--- config.mk ---
export PLATFORM = sky130hd
export DESIGN_NAME = sa_tile_sched
export DESIGN_NICKNAME = d
export VERILOG_FILES = /design/src/rtl/sa_tile_sched.sv
export SDC_FILE = /design/constraint.sdc
export NUM_CORES = 1
export LEC_CHECK = 0
export ABC_AREA = 1
export ABC_CLOCK_PERIOD_IN_PS = 3250
export CAP_MARGIN = 10
export CORE_AREA = 2 2 332 334
export CTS_CLUSTER_SIZE = 12
export DETAILED_ROUTE_END_ITERATION = 8
export DIE_AREA = 0 0 334 336
export PLACE_DENSITY = 0.35
export REMOVE_ABC_BUFFERS = 1
export SLEW_MARGIN = 20
export SYNTH_ARGS = -nofsm -noshare
export SYNTH_HDL_FRONTEND = slang
export SYNTH_SLANG_ARGS = --single-unit
--- constraint.sdc ---
create_clock -name clk -period 3.25 [get_ports clk]
set_clock_uncertainty 0.05 [all_clocks]
set_input_delay 0.325 -clock clk [delete_from_list [all_inputs] [get_ports clk]]
set_output_delay 0.325 -clock clk [all_outputs]
set_load 0.02 [all_outputs]
--- src/rtl/sa_tile_sched.sv ---
// -----------------------------------------------------------------------------
// sa_tile_sched
//
// This block sequences one systolic core through a matrix job. It accepts a
// job descriptor and then handles each tile in turn. For a tile it streams
// job_k operand vectors from operand memory into the core. It then waits
// until every column result buffer reports valid. Finally it drains ROWS
// result vectors to a downstream stream. When the last tile is drained, the
// block pulses done and returns to IDLE.
//
// Optional feature (macro SA_SCHED_WDT_EN):
//   A stall watchdog counts cycles spent in WAIT_RES, and cycles spent in
//   DRAIN while no result is valid. When the count reaches WDT_CYCLES, the
//   block sets the sticky err flag, pulses done without res_last, and returns
//   to IDLE. Without the macro there is no counter, err is tied to 0, and
//   WAIT_RES waits indefinitely.
//
// Handshakes (job_valid/job_ready and res_valid/res_ready):
//   A transfer happens on a rising clk edge where valid and ready are both 1.
//   res_valid never depends on res_ready. While res_valid=1 and res_ready=0,
//   res_data holds steady, because the core keeps its buffers until outread.
//   job_valid is only looked at in IDLE. There is no descriptor queueing.
//
// Ports:
//   clk, rstn                 clock (rising edge); async active-low reset
//   job_valid/job_ready       job descriptor handshake
//   job_base, job_k, job_tiles
//                             first operand address, vectors per tile,
//                             tile count
//   mem_rd_en, mem_addr       operand read strobe and address
//   mem_a_data, mem_w_data    read data, valid 1 cycle after mem_rd_en
//   sa_inpvalid, sa_ain, sa_win
//                             core input beat (lane i = [i*INWIDTH +: INWIDTH])
//   sa_rout, sa_rvalid        core result vector, per-column result valid
//   sa_outread                core output-read strobe (one per drained beat)
//   res_valid/res_ready, res_data, res_last
//                             result stream; res_last marks the final beat
//   busy, done, err           not-IDLE flag, completion pulse,
//                             sticky watchdog error
// -----------------------------------------------------------------------------
module sa_tile_sched #(
    parameter int ROWS       = 8,
    parameter int INWIDTH    = 8,
    parameter int OUTWIDTH   = 32,
    parameter int KW         = 16,
    parameter int TW         = 8,
    parameter int AW         = 16,
    parameter int WDT_CYCLES = 4096
) (
    input  logic                     clk,
    input  logic                     rstn,
    input  logic                     job_valid,
    output logic                     job_ready,
    input  logic [AW-1:0]            job_base,
    input  logic [KW-1:0]            job_k,
    input  logic [TW-1:0]            job_tiles,
    output logic                     mem_rd_en,
    output logic [AW-1:0]            mem_addr,
    input  logic [ROWS*INWIDTH-1:0]  mem_a_data,
    input  logic [ROWS*INWIDTH-1:0]  mem_w_data,
    output logic                     sa_inpvalid,
    output logic [ROWS*INWIDTH-1:0]  sa_ain,
    output logic [ROWS*INWIDTH-1:0]  sa_win,
    input  logic [ROWS*OUTWIDTH-1:0] sa_rout,
    input  logic [ROWS-1:0]          sa_rvalid,
    output logic                     sa_outread,
    output logic                     res_valid,
    input  logic                     res_ready,
    output logic [ROWS*OUTWIDTH-1:0] res_data,
    output logic                     res_last,
    output logic                     busy,
    output logic                     done,
    output logic                     err
);

    localparam int BW = (ROWS > 1) ? $clog2(ROWS) : 1;
    localparam logic [BW-1:0] BEAT_LAST = BW'(ROWS - 1);
    localparam logic [KW-1:0] K_ONE     = KW'(1);
    localparam logic [TW-1:0] T_ONE     = TW'(1);
    localparam logic [AW-1:0] A_ONE     = AW'(1);

    typedef enum logic [1:0] {
        IDLE     = 2'd0,
        FETCH    = 2'd1,
        WAIT_RES = 2'd2,
        DRAIN    = 2'd3
    } state_t;

    state_t        state;
    logic [AW-1:0] addr;
    logic [KW-1:0] k_cnt;
    logic [KW-1:0] k_len;
    logic [TW-1:0] tile_cnt;
    logic [TW-1:0] tile_len;
    logic [BW-1:0] beat_cnt;

    logic all_valid;
    logic last_tile;
    logic last_beat;

    assign all_valid = &sa_rvalid;
    // tile_len is at least 1 whenever a job is active, so the subtraction
    // cannot underflow in any state where the result is used.
    assign last_tile = (tile_cnt == tile_len - T_ONE);
    assign last_beat = (beat_cnt == BEAT_LAST);

    assign job_ready  = (state == IDLE);
    assign busy       = (state != IDLE);
    assign mem_rd_en  = (state == FETCH);
    // mem_addr is gated so that a stale address is not visible between jobs.
    assign mem_addr   = mem_rd_en ? addr : '0;

    // Memory data arrives one cycle after the read. sa_inpvalid is that read
    // strobe delayed by one cycle, so the data already lines up with it.
    assign sa_ain     = sa_inpvalid ? mem_a_data : '0;
    assign sa_win     = sa_inpvalid ? mem_w_data : '0;

    assign res_valid  = (state == DRAIN) & all_valid;
    assign res_data   = res_valid ? sa_rout : '0;
    assign sa_outread = res_valid & res_ready;
    assign res_last   = res_valid & last_tile & last_beat;

`ifdef SA_SCHED_WDT_EN
    localparam int WDW = $clog2(WDT_CYCLES + 1);
    localparam logic [WDW-1:0] WDT_LAST = WDW'(WDT_CYCLES - 1);
    logic [WDW-1:0] wdt_cnt;
    logic           wdt_run;
    assign wdt_run = (state == WAIT_RES) | ((state == DRAIN) & ~res_valid);
`else
    assign err = 1'b0;
`endif

    always_ff @(posedge clk or negedge rstn) begin
        if (!rstn) begin
            state       <= IDLE;
            addr        <= '0;
            k_cnt       <= '0;
            k_len       <= '0;
            tile_cnt    <= '0;
            tile_len    <= '0;
            beat_cnt    <= '0;
            sa_inpvalid <= 1'b0;
            done        <= 1'b0;
`ifdef SA_SCHED_WDT_EN
            wdt_cnt     <= '0;
            err         <= 1'b0;
`endif
        end else begin
            done        <= 1'b0;
            sa_inpvalid <= (state == FETCH);
            case (state)
                IDLE: begin
                    if (job_valid) begin
                        addr     <= job_base;
                        k_len    <= job_k;
                        tile_len <= job_tiles;
                        k_cnt    <= '0;
                        tile_cnt <= '0;
                        beat_cnt <= '0;
                        // An empty job finishes at once: no reads, no core
                        // activity, only the done pulse.
                        if (job_k == '0 || job_tiles == '0) begin
                            done <= 1'b1;
                        end else begin
                            state <= FETCH;
                        end
                    end
                end
                FETCH: begin
                    // The address keeps counting across tiles and wraps
                    // naturally at 2^AW.
                    addr <= addr + A_ONE;
                    if (k_cnt == k_len - K_ONE) begin
                        k_cnt <= '0;
                        state <= WAIT_RES;
                    end else begin
                        k_cnt <= k_cnt + K_ONE;
                    end
                end
                WAIT_RES: begin
                    if (all_valid) begin
                        state <= DRAIN;
                    end
                end
                DRAIN: begin
                    if (sa_outread) begin
                        if (last_beat) begin
                            beat_cnt <= '0;
                            if (last_tile) begin
                                state <= IDLE;
                                done  <= 1'b1;
                            end else begin
                                tile_cnt <= tile_cnt + T_ONE;
                                state    <= FETCH;
                            end
                        end else begin
                            beat_cnt <= beat_cnt + 1'b1;
                        end
                    end
                end
                default: state <= IDLE;
            endcase
`ifdef SA_SCHED_WDT_EN
            // The counter measures one continuous stall. When it expires,
            // it overrides whatever the FSM chose above.
            if (wdt_run) begin
                if (wdt_cnt == WDT_LAST) begin
                    wdt_cnt  <= '0;
                    err      <= 1'b1;
                    done     <= 1'b1;
                    beat_cnt <= '0;
                    state    <= IDLE;
                end else begin
                    wdt_cnt <= wdt_cnt + 1'b1;
                end
            end else begin
                wdt_cnt <= '0;
            end
`endif
        end
    end

endmodule
==> run metrics, run 1 <==
Total Power 0.00840 W; CTS Buf Count 9; critical path's slowest cell clkdlybuf4s50_1; endpoints failing hold 0; Initial Utilization 7.26%; Crit Path Max Fanout 41; Horiz. Die Dim 334 um; Reg clk slew, reported paths 0.07 ns; cell leakage power 9.41 nW; Slew headroom 50.8%; Post-Layout Cell Count 3744; Via Count 12100; area grow syn2layout 140%; max-cap violations 0; Yosys cell types 49; IO buf count 843; fraction of layout cells with a size suffix above 1 6.42%; status finished, final reports clean; synthesized flop and latch total 71; HPWL Detailed 76400 um; Die Y-Extent 336 um; Reg power frac 19.3%; Core Area 0.108 mm^2; # clock sinks 71; Min Hold Slack 0.260 ns; clk buf depth 2; CP dominant cell by count clkdlybuf4s50_1; Cell Chain, Critical Path clkdlybuf4s50_1, nand4_1, or2_2, nor2_4, inv_8, buf_4, nor2_1, clkdlybuf4s50_1; type of origin of the critical path input port; CP top delay family buffers and inverters; syn avg cell area 5.29 um^2; fmax 323 MHz; RSZ-0062 raised after global routing false; sequential-to-total area share from yosys stat 22.6%; DIE AREA 0.112 mm^2; DRT Pass-1 Iters 5; most frequent cells in the layout 781 x clkdlybuf4s50_1, 467 x inv_1, 330 x nand2_1, 318 x nor2_1, 70 x dfrtp_1; Total Wirelength 84500 um; yosys warns 0; Final Setup Violations 0; switching portion of total power 51.7%; largest net degree at the start of global routing 69; Comb pwr share 68.3%; GRT Residual Overflow 0; Hold Path Class in -> async; slowest cell delay on critical path 0.62 ns; global-route wire length before repair 109000 um; pre-CTS setup slack -0.0370 ns; Remaining DRCs 0; WP buf/inv 4; post-CTS repair timing setup buffer count 0; kind of critical path in -> out; remaining antenna violation count 0; most common cell after layout, fill and taps aside clkdlybuf4s50_1; Post-Synthesis Cells 1488; worst skew pair latency 0.36 ns; VDD IR-drop max 0.335 mV; Worst Setup Slack, final 0.158 ns; GP Congestion 0.814; nets@finish 2763; Internal 0.00406 W; Final Max Tran Viols 0; Pwr per Cell Area 445 mW/mm^2; initial antenna violation count 119; Clock Tree Root clkbuf_16; DR vias/cell 3.23; Fin Setup TNS 0 ns; io pins 845; fin crit period 3.09 ns; Crit. End Element output port; Syn Std Cell Area 0.00787 mm^2; dpl cells 3718; H-Tree Depth 3; post-DR wirelength/cell 22.6 um; fin crit share 95.1%; row cnt 121; clock share of power 12.4%; Critical Path AT 2.72 ns; CTS tree built; number of global-route vias before repair 12100; All-Layer GR Usage 14.4%; # fillers 12500; Slew @ Worst Pin 0.730 ns; Initial DRC Count 508; net switching power figure 0.00434 W; Required @ worst endpoint 2.87 ns
routing by layer:
layer  vias up  routed length [um]  global-route usage [%]
li1       5840                   -                       -
met5         -                 356                       0
met2       644               41800                    26.1
met4        56                1010                    1.37
met3       173                8880                    6.11
met1      5370               32400                    16.1
sequential cells by signal, summed over array words and instances (netlist names):
signal,cells
k_cnt,16
beat_cnt,3
tile_len,8
sa_inpvalid,1
state,2
tile_cnt,8
addr,16
k_len,16
done,1
Yosys cell counts, drive strengths merged:
master / count / area share [%]
a22oi: 3 / 0.29
a32oi: 2 / 0.22
nand3: 36 / 2.4
a21oi: 25 / 2.1
o211ai: 3 / 0.29
a21o: 1 / 0.095
a31oi: 6 / 0.48
xor2: 23 / 2.6
or3: 1 / 0.080
mux2i: 1 / 0.13
ha: 11 / 1.7
buf: 8 / 0.75
clkbuf: 51 / 2.4
a31o: 1 / 0.11
nand4: 13 / 1.0
and2: 1 / 0.080
xnor2: 13 / 1.4
nand3b: 10 / 0.95
and3: 3 / 0.24
clkinv: 1 / 0.048
or2: 3 / 0.24
nand2: 336 / 16
nor3b: 2 / 0.19
o21ai: 47 / 3.2
nor3: 9 / 0.78
dfrtp: 71 / 23
conb: 1 / 0.048
nor4: 4 / 0.32
inv: 473 / 23
nor2: 328 / 16
a311oi: 1 / 0.11
worst paths after layout:
| kind | startpoint | endpoint | slack, ns | cells after the start |
|---|---|---|---|---|
| worst max-delay path | sa_rvalid[4] | res_data[175] | 0.16 | 8 |
| worst min-delay path | rstn | beat_cnt[1]$_DFFE_PN0P_ | 0.26 | 2 |
| worst max register to register | tile_len[0]$_DFFE_PN0P_ | tile_cnt[2]$_DFFE_PN0P_ | 0.78 | 15 |
| worst min register to register | beat_cnt[2]$_DFFE_PN0P_ | beat_cnt[2]$_DFFE_PN0P_ | 0.45 | 2 |
| max in group asynchronous | rstn | sa_inpvalid$_DFF_PN0_ | 2.23 | 3 |
| min in group clk | beat_cnt[2]$_DFFE_PN0P_ | beat_cnt[2]$_DFFE_PN0P_ | 0.45 | 2 |
metrics by stage:
stage	util, %	cell area (um^2)
final	17.4	18900
after global routing	17.4	18900
after CTS	17.4	18900
after detailed placement	17.1	18500
after global placement	17.1	18500
after floorplan	-	7620
power groups by stage:
| stage | registers, W | logic, W | clock network (W) |
|---|---|---|---|
| after floorplan | 0.00159 | 0.00292 | 0 |
| after global placement | 0.00165 | 0.00579 | 0 |
| after detailed placement | 0.00165 | 0.00578 | 0 |
| after CTS | 0.00163 | 0.00583 | 0.00108 |
| after global routing | 0.00168 | 0.00630 | 0.00112 |
| final | 0.00162 | 0.00574 | 0.00104 |
layout make-up:
class / count / area (um^2) / area share, %
sequential: 71 / 1780 / 9.43
antenna: 9 / 22.5 / 0.119
clock inverter: 7 / 68.8 / 0.364
clock buffer: 9 / 225 / 1.19
timing repair buffer: 876 / 9160 / 48.5
multi-input combinational: 884 / 4060 / 21.5
tap: 1414 / 1770 / 9.37
inverter: 474 / 1790 / 9.48
kinds of logic after synthesis:
family | Yosys count | synth area share [%]
mux | 1 | 0.127
buf+inv | 533 | 25.8
fa+ha+maj | 11 | 1.75
compound gates | 89 | 6.84
xor+xnor | 36 | 4.01
simple gates | 746 | 38.8
other cells | 1 | 0.0477
flops | 71 | 22.6
worst reg2reg max path: stages (launching register included):
cell and delay [ns]:
dfrtp_1 0.42, inv_1 0.14, ha_1 0.24, nand2_1 0.10, nor2_1 0.16, nand3_1 0.17, nand2_1 0.11, nand2_1 0.05
nand2_1 0.07, nor2_1 0.04, nand2_1 0.16, nand2_1 0.09, o21ai_2 0.18, nand2_2 0.23, nand2_1 0.11, nand2_1 0.05
timing repair:
action                                 in CTS  in global routing
hold buffers                                1                  0
setup endpoints to repair                   1                 36
gates resized for setup                     1                  2
endpoints found under the hold margin       3                  0
Note: power is estimated with default switching activity, not from simulation.
==> run 2: changes to the inputs <==
CTS_BUF_LIST = sky130_fd_sc_hd__clkbuf_16   (was default)
==> results of run 2 <==
Same layout as run 1: the final DEF is identical, and so are final timing and power.
